$ cat src/rtl/genius_pkg.sv
// Shared types and helpers for the parametrised memory-game engine (genius_jogo_param).
package genius_pkg;

  typedef enum logic [3:0] {
    INICIAL     = 4'd0,
    PREPARA     = 4'd1,
    MOSTRA      = 4'd2,
    APAGA       = 4'd3,
    ESPERA      = 4'd4,
    COMPARA     = 4'd5,
    PROX_JOGADA = 4'd6,
    PROX_RODADA = 4'd7,
    FIM_ACERTO  = 4'd8,
    FIM_ERRO    = 4'd9
  } estado_t;

  localparam int          LFSR_W     = 16;
  localparam int          MAX_BOTOES = 16;
  // Fibonacci taps 16,14,13,11 expressed as a mask over state bits [15:0]
  localparam logic [15:0] LFSR_TAPS  = 16'hB400;

  // One-hot of the low 'bits' bits of the LFSR state (bits <= 4).
  function automatic logic [MAX_BOTOES-1:0] decode_one_hot(input logic [LFSR_W-1:0] s,
                                                           input int unsigned bits);
    logic [3:0] idx;
    idx = s[3:0] & 4'((1 << bits) - 1);
    return 16'h0001 << idx;
  endfunction

endpackage

$ cat src/rtl/genius_jogo_param_if.sv
// Player/board-side signal bundle of genius_jogo_param: buttons and start in, LEDs, result flags and debug out.
interface genius_jogo_param_if #(
  parameter int NUM_BOTOES = 4
);
  logic                  jogar;
  logic [NUM_BOTOES-1:0] botoes;
  logic [NUM_BOTOES-1:0] leds;
  logic                  pronto;
  logic                  ganhou;
  logic                  perdeu;
  logic                  timeout;
  logic [3:0]            db_estado;
  logic [4:0]            db_rodada;
  logic [4:0]            db_jogada;
  logic [NUM_BOTOES-1:0] db_memoria;

  modport master (
    output jogar, botoes,
    input  leds, pronto, ganhou, perdeu, timeout,
    input  db_estado, db_rodada, db_jogada, db_memoria
  );

  modport slave (
    input  jogar, botoes,
    output leds, pronto, ganhou, perdeu, timeout,
    output db_estado, db_rodada, db_jogada, db_memoria
  );
endinterface

$ cat src/rtl/genius_lfsr.sv
// Seedable, step-enabled 16-bit Fibonacci LFSR feeding the game sequence generator.
module genius_lfsr
  import genius_pkg::*;
#(
  parameter logic [LFSR_W-1:0] SEED = 16'hACE1
) (
  input  logic              clock,
  input  logic              reset,
  input  logic              step,
  output logic [LFSR_W-1:0] state
);

  // NOTE: sequential state uses non-blocking assignments so every flop samples pre-edge values.
  always_ff @(posedge clock) begin
    if (reset) begin
      state <= SEED;
    end else if (step) begin
      state <= {state[LFSR_W-2:0], ^(state & LFSR_TAPS)};
    end
  end

endmodule

$ cat src/rtl/genius_jogo_param.sv
// Memory-game engine: fills a pseudo-random sequence, shows growing prefixes, checks presses.
// Optional idle timeout in ESPERA is compiled in when GENIUS_TIMEOUT_EN is defined.
module genius_jogo_param
  import genius_pkg::*;
#(
  parameter int          NUM_BOTOES     = 4,
  parameter int          MAX_RODADAS    = 16,
  parameter int          LED_CICLOS     = 50,
  parameter int          TIMEOUT_CICLOS = 5000,
  parameter logic [15:0] SEMENTE        = 16'hACE1
) (
  input  logic               clock,
  input  logic               reset,
  genius_jogo_param_if.slave bus
);

  localparam int IDX_W = $clog2(NUM_BOTOES);
  localparam int RW    = $clog2(MAX_RODADAS);
  localparam int LW    = $clog2(LED_CICLOS + 1);

  if (NUM_BOTOES < 2 || NUM_BOTOES > MAX_BOTOES || (NUM_BOTOES & (NUM_BOTOES - 1)) != 0) begin : g_bad_botoes
    $error("NUM_BOTOES must be a power of two in 2..16");
  end
  if (MAX_RODADAS < 2 || MAX_RODADAS > 32) begin : g_bad_rodadas
    $error("MAX_RODADAS must be in 2..32");
  end
  if (LED_CICLOS < 1 || TIMEOUT_CICLOS < 1) begin : g_bad_ciclos
    $error("LED_CICLOS and TIMEOUT_CICLOS must be at least 1");
  end

  estado_t               estado;
  logic [RW-1:0]         rodada;
  logic [RW-1:0]         jogada;
  logic [RW-1:0]         fill_idx;
  logic [LW-1:0]         led_cnt;
  logic [NUM_BOTOES-1:0] mem [MAX_RODADAS];
  logic [NUM_BOTOES-1:0] hist;
  logic [NUM_BOTOES-1:0] press_val;
  logic                  press_q;
  logic [NUM_BOTOES-1:0] latched;
  logic [NUM_BOTOES-1:0] leds_q;
  logic                  pronto_q;
  logic                  ganhou_q;
  logic                  perdeu_q;
  logic [LFSR_W-1:0]     lfsr_state;
  logic                  lfsr_step;
  logic [NUM_BOTOES-1:0] elem;

`ifdef GENIUS_TIMEOUT_EN
  localparam int TW = $clog2(TIMEOUT_CICLOS + 1);
  logic [TW-1:0] idle_cnt;
  logic          timeout_q;
`endif

  assign lfsr_step = (estado == PREPARA);
  assign elem      = NUM_BOTOES'(decode_one_hot(lfsr_state, IDX_W));

  genius_lfsr #(.SEED(SEMENTE)) u_lfsr (
    .clock (clock),
    .reset (reset),
    .step  (lfsr_step),
    .state (lfsr_state)
  );

  // A press is a rising edge of "any button"; only counted while waiting for the player,
  // so buttons held from the display phase never register once ESPERA is reached.
  always_ff @(posedge clock) begin
    if (reset) begin
      hist      <= '0;
      press_q   <= 1'b0;
      press_val <= '0;
    end else begin
      hist      <= bus.botoes;
      press_val <= bus.botoes;
      press_q   <= (estado == ESPERA) && (|bus.botoes) && !(|hist);
    end
  end

  always_ff @(posedge clock) begin
    if (reset) begin
      estado   <= INICIAL;
      rodada   <= '0;
      jogada   <= '0;
      fill_idx <= '0;
      led_cnt  <= '0;
      latched  <= '0;
      leds_q   <= '0;
      pronto_q <= 1'b0;
      ganhou_q <= 1'b0;
      perdeu_q <= 1'b0;
      // NOTE: the sequence store is reset too, because db_memoria reads it and must be 0 after reset.
      for (int i = 0; i < MAX_RODADAS; i++) mem[i] <= '0;
`ifdef GENIUS_TIMEOUT_EN
      idle_cnt  <= '0;
      timeout_q <= 1'b0;
`endif
    end else begin
      case (estado)
        INICIAL, FIM_ACERTO, FIM_ERRO: begin
          if (bus.jogar) begin
            estado   <= PREPARA;
            fill_idx <= '0;
            rodada   <= '0;
            jogada   <= '0;
            pronto_q <= 1'b0;
            ganhou_q <= 1'b0;
            perdeu_q <= 1'b0;
`ifdef GENIUS_TIMEOUT_EN
            timeout_q <= 1'b0;
`endif
          end
        end

        PREPARA: begin
          mem[fill_idx] <= elem;
          if (fill_idx == RW'(MAX_RODADAS - 1)) begin
            estado  <= MOSTRA;
            led_cnt <= '0;
            leds_q  <= mem[0];
          end else begin
            fill_idx <= fill_idx + 1'b1;
          end
        end

        MOSTRA: begin
          if (led_cnt == LW'(LED_CICLOS - 1)) begin
            estado  <= APAGA;
            led_cnt <= '0;
            leds_q  <= '0;
          end else begin
            led_cnt <= led_cnt + 1'b1;
          end
        end

        APAGA: begin
          if (led_cnt == LW'(LED_CICLOS - 1)) begin
            led_cnt <= '0;
            if (jogada < rodada) begin
              jogada <= jogada + 1'b1;
              leds_q <= mem[jogada + 1'b1];
              estado <= MOSTRA;
            end else begin
              jogada <= '0;
              estado <= ESPERA;
`ifdef GENIUS_TIMEOUT_EN
              idle_cnt <= '0;
`endif
            end
          end else begin
            led_cnt <= led_cnt + 1'b1;
          end
        end

        ESPERA: begin
          if (press_q) begin
            latched <= press_val;
            estado  <= COMPARA;
          end
`ifdef GENIUS_TIMEOUT_EN
          // A press in the expiry cycle takes priority over the timeout.
          else if (idle_cnt == TW'(TIMEOUT_CICLOS - 1)) begin
            estado    <= FIM_ERRO;
            pronto_q  <= 1'b1;
            perdeu_q  <= 1'b1;
            timeout_q <= 1'b1;
          end else begin
            idle_cnt <= idle_cnt + 1'b1;
          end
`endif
        end

        COMPARA: begin
          if (latched != mem[jogada]) begin
            estado   <= FIM_ERRO;
            pronto_q <= 1'b1;
            perdeu_q <= 1'b1;
          end else if (jogada != rodada) begin
            estado <= PROX_JOGADA;
          end else if (rodada == RW'(MAX_RODADAS - 1)) begin
            estado   <= FIM_ACERTO;
            pronto_q <= 1'b1;
            ganhou_q <= 1'b1;
          end else begin
            estado <= PROX_RODADA;
          end
        end

        PROX_JOGADA: begin
          jogada <= jogada + 1'b1;
          estado <= ESPERA;
`ifdef GENIUS_TIMEOUT_EN
          idle_cnt <= '0;
`endif
        end

        PROX_RODADA: begin
          rodada  <= rodada + 1'b1;
          jogada  <= '0;
          led_cnt <= '0;
          leds_q  <= mem[0];
          estado  <= MOSTRA;
        end

        default: estado <= INICIAL;
      endcase
    end
  end

  assign bus.leds       = leds_q;
  assign bus.pronto     = pronto_q;
  assign bus.ganhou     = ganhou_q;
  assign bus.perdeu     = perdeu_q;
  assign bus.db_estado  = estado;
  assign bus.db_rodada  = 5'(rodada);
  assign bus.db_jogada  = 5'(jogada);
  assign bus.db_memoria = mem[jogada];
`ifdef GENIUS_TIMEOUT_EN
  assign bus.timeout    = timeout_q;
`else
  assign bus.timeout    = 1'b0;
`endif

endmodule

$ cat src/flat_wrapper.sv
// flat-port wrapper written by rule: the top's interface ports become plain ports
module genius_jogo_param_flat import genius_pkg::*;
#(
  parameter int          NUM_BOTOES     = 4,
  parameter int          MAX_RODADAS    = 16,
  parameter int          LED_CICLOS     = 50,
  parameter int          TIMEOUT_CICLOS = 5000,
  parameter logic [15:0] SEMENTE        = 16'hACE1
)
  (clock, reset, bus_jogar, bus_botoes, bus_leds, bus_pronto, bus_ganhou, bus_perdeu, bus_timeout, bus_db_estado, bus_db_rodada, bus_db_jogada, bus_db_memoria);
  genius_jogo_param_if #(.NUM_BOTOES(NUM_BOTOES)) bus_i ();
  input  logic clock;
  input  logic reset;
  input wire logic [$bits(bus_i.jogar)-1:0] bus_jogar;
  input wire logic [$bits(bus_i.botoes)-1:0] bus_botoes;
  output wire logic [$bits(bus_i.leds)-1:0] bus_leds;
  output wire logic [$bits(bus_i.pronto)-1:0] bus_pronto;
  output wire logic [$bits(bus_i.ganhou)-1:0] bus_ganhou;
  output wire logic [$bits(bus_i.perdeu)-1:0] bus_perdeu;
  output wire logic [$bits(bus_i.timeout)-1:0] bus_timeout;
  output wire logic [$bits(bus_i.db_estado)-1:0] bus_db_estado;
  output wire logic [$bits(bus_i.db_rodada)-1:0] bus_db_rodada;
  output wire logic [$bits(bus_i.db_jogada)-1:0] bus_db_jogada;
  output wire logic [$bits(bus_i.db_memoria)-1:0] bus_db_memoria;
  assign bus_i.jogar = bus_jogar;
  assign bus_i.botoes = bus_botoes;
  assign bus_leds = bus_i.leds;
  assign bus_pronto = bus_i.pronto;
  assign bus_ganhou = bus_i.ganhou;
  assign bus_perdeu = bus_i.perdeu;
  assign bus_timeout = bus_i.timeout;
  assign bus_db_estado = bus_i.db_estado;
  assign bus_db_rodada = bus_i.db_rodada;
  assign bus_db_jogada = bus_i.db_jogada;
  assign bus_db_memoria = bus_i.db_memoria;
  genius_jogo_param #(.NUM_BOTOES(NUM_BOTOES), .MAX_RODADAS(MAX_RODADAS), .LED_CICLOS(LED_CICLOS), .TIMEOUT_CICLOS(TIMEOUT_CICLOS), .SEMENTE(SEMENTE)) u_core (.clock(clock), .reset(reset), .bus(bus_i));
endmodule
$ cat config.mk
export PLATFORM = sky130hd
export DESIGN_NAME = genius_jogo_param_flat
export DESIGN_NICKNAME = d
export VERILOG_FILES = /design/src/rtl/genius_pkg.sv /design/src/rtl/genius_jogo_param_if.sv /design/src/rtl/genius_lfsr.sv /design/src/rtl/genius_jogo_param.sv /design/src/flat_wrapper.sv
export SDC_FILE = /design/constraint.sdc
export NUM_CORES = 1
export LEC_CHECK = 0
export ABC_AREA = 1
export CAP_MARGIN = 20
export CORE_ASPECT_RATIO = 1.4
export CORE_MARGIN = 2
export CORE_UTILIZATION = 25
export CTS_CLUSTER_SIZE = 24
export DETAILED_ROUTE_END_ITERATION = 10
export GPL_ROUTABILITY_DRIVEN = 0
export PLACE_DENSITY_LB_ADDON = 0.25
export SYNTH_ARGS = -nofsm -noshare
export SYNTH_HDL_FRONTEND = slang
export SYNTH_SLANG_ARGS = --single-unit
$ cat constraint.sdc
create_clock -name clock -period 2.1 [get_ports clock]
set_input_delay 0.315 -clock clock [delete_from_list [all_inputs] [get_ports clock]]
set_output_delay 0.315 -clock clock [all_outputs]
set_load 0.02 [all_outputs]
==> out/qor.log <==
INFO  yosys          synth.cells.most_frequent=nand2_1, nor2_1, inv_1, nand3_1, edfxtp_1
INFO  worst_setup_path cpPeakStageDelay=0.37ns
INFO  floorplanning  initial_utilization=25.3%
INFO  cells_and_area registers.top_by_ff_count=u_core.mem
INFO  worst_hold_path min_path_type=input pin to register
INFO  yosys          yosys-top-cells-area=edfxtp_1, dfxtp_1, nand2_1
INFO  run_status     outcome=finished clean
INFO  worst_setup_path critical_path.reg2reg.endpoint=u_core.bus.leds[3]
INFO  cells_and_area layout-area-overhead-vs-synth=26.3%
INFO  worst_setup_path critical_path.max_fanout=10
INFO  floorplanning  fp-row-count=69
INFO  floorplanning  die-height=193um
INFO  cells_and_area n_antenna_cell=0
INFO  sta            final-hold-violation-count=0
INFO  clock_network  clk_path_buf_depth=2
INFO  place          numPlacedInstances=1213
INFO  place          place.detailed.hpwl=14700um
INFO  floorplanning  area_of_the_die=0.0269mm2
INFO  grt            grt_max_degree=51
INFO  drt            detail_route.iter0.violations=326
INFO  worst_setup_path rr_worst_depth=11
INFO  drt            routed-wl-met2=10700um
INFO  worst_setup_path timing.critical_path.cells=clkbuf_16, o21ai_1, nand2_1, nand3_1, nand3_1, nand2_2, buf_4
INFO  yosys          synth-seq-cells=122
INFO  cells_and_area layout.nets=934
INFO  floorplanning  placeableCoreArea=0.0253mm2
INFO  drt            vias=5841
INFO  sta            final.setup_skew=0.0104ns
INFO  drt            drt_drc_violations_left=0
INFO  drt            totalWireLength=20000um
INFO  sta            achievable-frequency=0.496GHz
INFO  drt            wl_met3=583um
INFO  worst_hold_path whs_endpoint=u_core.press_val[0]
INFO  worst_setup_path element_type_at_the_critical_path_start=register
INFO  pwr            max-vdd-ir-drop=0.510mV
INFO  worst_setup_path worstPathRequired=1.78ns
INFO  cells_and_area largest_reg_flops=64
INFO  yosys          yosysTopAreaCellShare=30.1%
INFO  worst_setup_path worst-endpoint-arrival=1.70ns
INFO  worst_setup_path rrSetupSlack=0.17ns
INFO  clock_network  cts_root_buffer=clkbuf_16
INFO  cells_and_area postLayoutCellArea=0.00807mm2
INFO  grt            grt_pass1_vias=5658
INFO  yosys          synth_area=0.00639mm2
INFO  grt            grt_usage=14.9%
INFO  drt            dr.max_layer_used=met4
INFO  worst_setup_path crit_path_top_delay_cell=dfxtp_4
INFO  worst_hold_path holdCritStartpoint=bus_botoes[0]
INFO  clock_network  insertion_delay=0.43ns
INFO  yosys          synth_area_per_cell=7.60um2
INFO  worst_setup_path crit_path_frequent_cell=nand3_1
INFO  worst_hold_path timing.hold.worst_path_depth=3
INFO  yosys          synthesized_netlist_cell_count=840
INFO  worst_setup_path critical_path.endpoint_type=primary output
INFO  sta            tightest_slew=0.497ns
INFO  place          detailed_place.area=0.00736mm2
INFO  sta            slew_viol_final=0
INFO  drt            wire_per_inst=16.0um
INFO  worst_setup_path r2r_start=u_core.jogada[1]
INFO  sta            layout_min_cycle_time=2.02ns
INFO  clock_network  cts.clk_slew.worst_paths=0.06ns
INFO  yosys          synth_edf_count=64
INFO  clock_network  post-cts-setup-buffers=0
INFO  floorplanning  pin_count=33
INFO  cells_and_area largestRegisters=u_core.mem x64, u_core.u_lfsr.state x16, u_core.led_cnt x6
INFO  worst_setup_path critPathKind=register to primary output
INFO  run            drv_cap=0
INFO  clock_network  cts-htree-levels=4
INFO  sta            holdWs=0.436ns
INFO  drt            post_drt_via_cell_ratio=4.68
INFO  clock_network  cts_buffers=17
INFO  grt            antenna_found_initial=0
INFO  pwr            reported_leakage_power=3.31nW
INFO  sta            period_share=96.0%
INFO  sta            setup_viol_count_final=0
INFO  yosys          yosys_most_used_dff=edfxtp_1
INFO  grt            grt_remaining_overflow=0
INFO  drt            number_of_routed_nets_with_antenna_violations=0
INFO  clock_network  clkSinkCount=122
INFO  cells_and_area drive_above_1_share=13.3%
INFO  yosys          synth.yosys.seq_area_share=48.3%
INFO  floorplanning  fp.dieW=139um
INFO  clock_network  cts_tree=yes
INFO  yosys          synth.lib_cells_used.distinct=37
INFO  pwr            power_density=952mW/mm2
INFO  yosys          synth_most_common_cell=nand2_1
INFO  cells_and_area final_core_utilization=31.9%
INFO  drt            routedLengthMet1=7720um
INFO  yosys          yosysWarningCount=0
INFO  drt            drt-pass1-iter-count=5
INFO  sta            slew_headroom=66.7%
INFO  place          place.port_buffers=29
INFO  sta            setup_tns=0ns
INFO  sta            grt_setup_unrepaired=no
INFO  grt            grt_first_pass_wirelength=30300um
INFO  yosys          synth-async-reset-ratio=0%
INFO  cells_and_area instances_no_fill=1247
INFO  yosys          synth.largest_area_cell=edfxtp_1
worst max path at each step:
stage / endpoint / slack [ns] / cells past startpoint
2_1_floorplan: u_core.bus.db_estado[1] / 0.02 / 13
3_3_place_gp: bus_db_memoria[3] / -0.06 / 7
3_5_place_dp: bus_db_memoria[3] / -0.07 / 7
4_1_cts: bus_db_jogada[0] / 0.006 / 3
5_1_grt: bus_db_memoria[2] / 0.009 / 8
6_report: bus_db_memoria[3] / 0.08 / 7
placed cells by master (no fill, tap or decap), types with 5 or more instances in the layout:
cell type / synthesis / layout
nand2_1: 182 / 179
nor2_1: 122 / 121
inv_1: 107 / 107
nand3_1: 78 / 74
edfxtp_1: 64 / 64
buf_4: 5 / 59
a21oi_1: 57 / 57
dfxtp_1: 58 / 56
o21ai_0: 52 / 49
clkdlybuf4s50_1: 0 / 24
clkbuf_16: 0 / 19
o21ai_1: 12 / 14
o211ai_1: 12 / 12
nor3_1: 13 / 12
ha_1: 12 / 11
clkinv_2: 0 / 6
nand3_2: 1 / 5
report_power, final:
| part | switching, mW | internal, mW |
|---|---|---|
| clock | 1.10 | 1.85 |
| sequential | 0.157 | 2.75 |
| combinational | 1.18 | 0.644 |
| total | 2.43 | 5.25 |
layer usage:
layer | vias to the layer above | track usage (%)
met1 | 2773 | 15.1
met2 | 118 | 28.7
met3 | 54 | 3.01
met4 | 0 | 7.96
met5 | - | 0
li1 | 2896 | -
final cells by class:
class / instances / area [um2]
timing repair buffer: 91 / 828
tap: 319 / 399
clock buffer: 19 / 433
clock inverter: 13 / 151
sequential: 122 / 3090
fill: 2681 / 17200
multi-input combinational: 572 / 2740
inverter: 111 / 432
repair_timing:
| action | in CTS | in global routing |
|---|---|---|
| gates resized for setup | 22 | 26 |
| gates cloned | 0 | 2 |
| endpoints found under the hold margin | 0 | 0 |
| endpoints found under the setup margin | 4 | 16 |
| pin swaps | 0 | 1 |
| hold buffers | 0 | 0 |
cells by family (layout without fill, tap and decap cells):
| kind of cell | after synthesis | after routing | synth area share, % |
|---|---|---|---|
| compound gates | 142 | 142 | 12.0 |
| xor+xnor | 5 | 5 | 0.686 |
| fa+ha+maj | 12 | 12 | 2.35 |
| buf+inv | 148 | 234 | 9.89 |
| flops | 122 | 122 | 48.3 |
| other cells | 1 | 3 | 0.0587 |
| simple gates | 410 | 410 | 26.7 |
worst max-delay path: cells and delay by family, from the launching register on:
kind            cells  cell delay [ns]
compound gates      1             0.23
simple gates        4             0.37
flops               1             0.37
buf+inv             2             0.31
per-stage QoR:
step	total power, mW	setup WS [ns]
detailed placement	4.77	-0.0679
finish	7.68	0.0846
global placement	4.77	-0.0640
CTS	7.73	0.00564
floorplan	4.02	0.0210
global route	8.11	0.00900
Power figures use the tool's default switching activity.
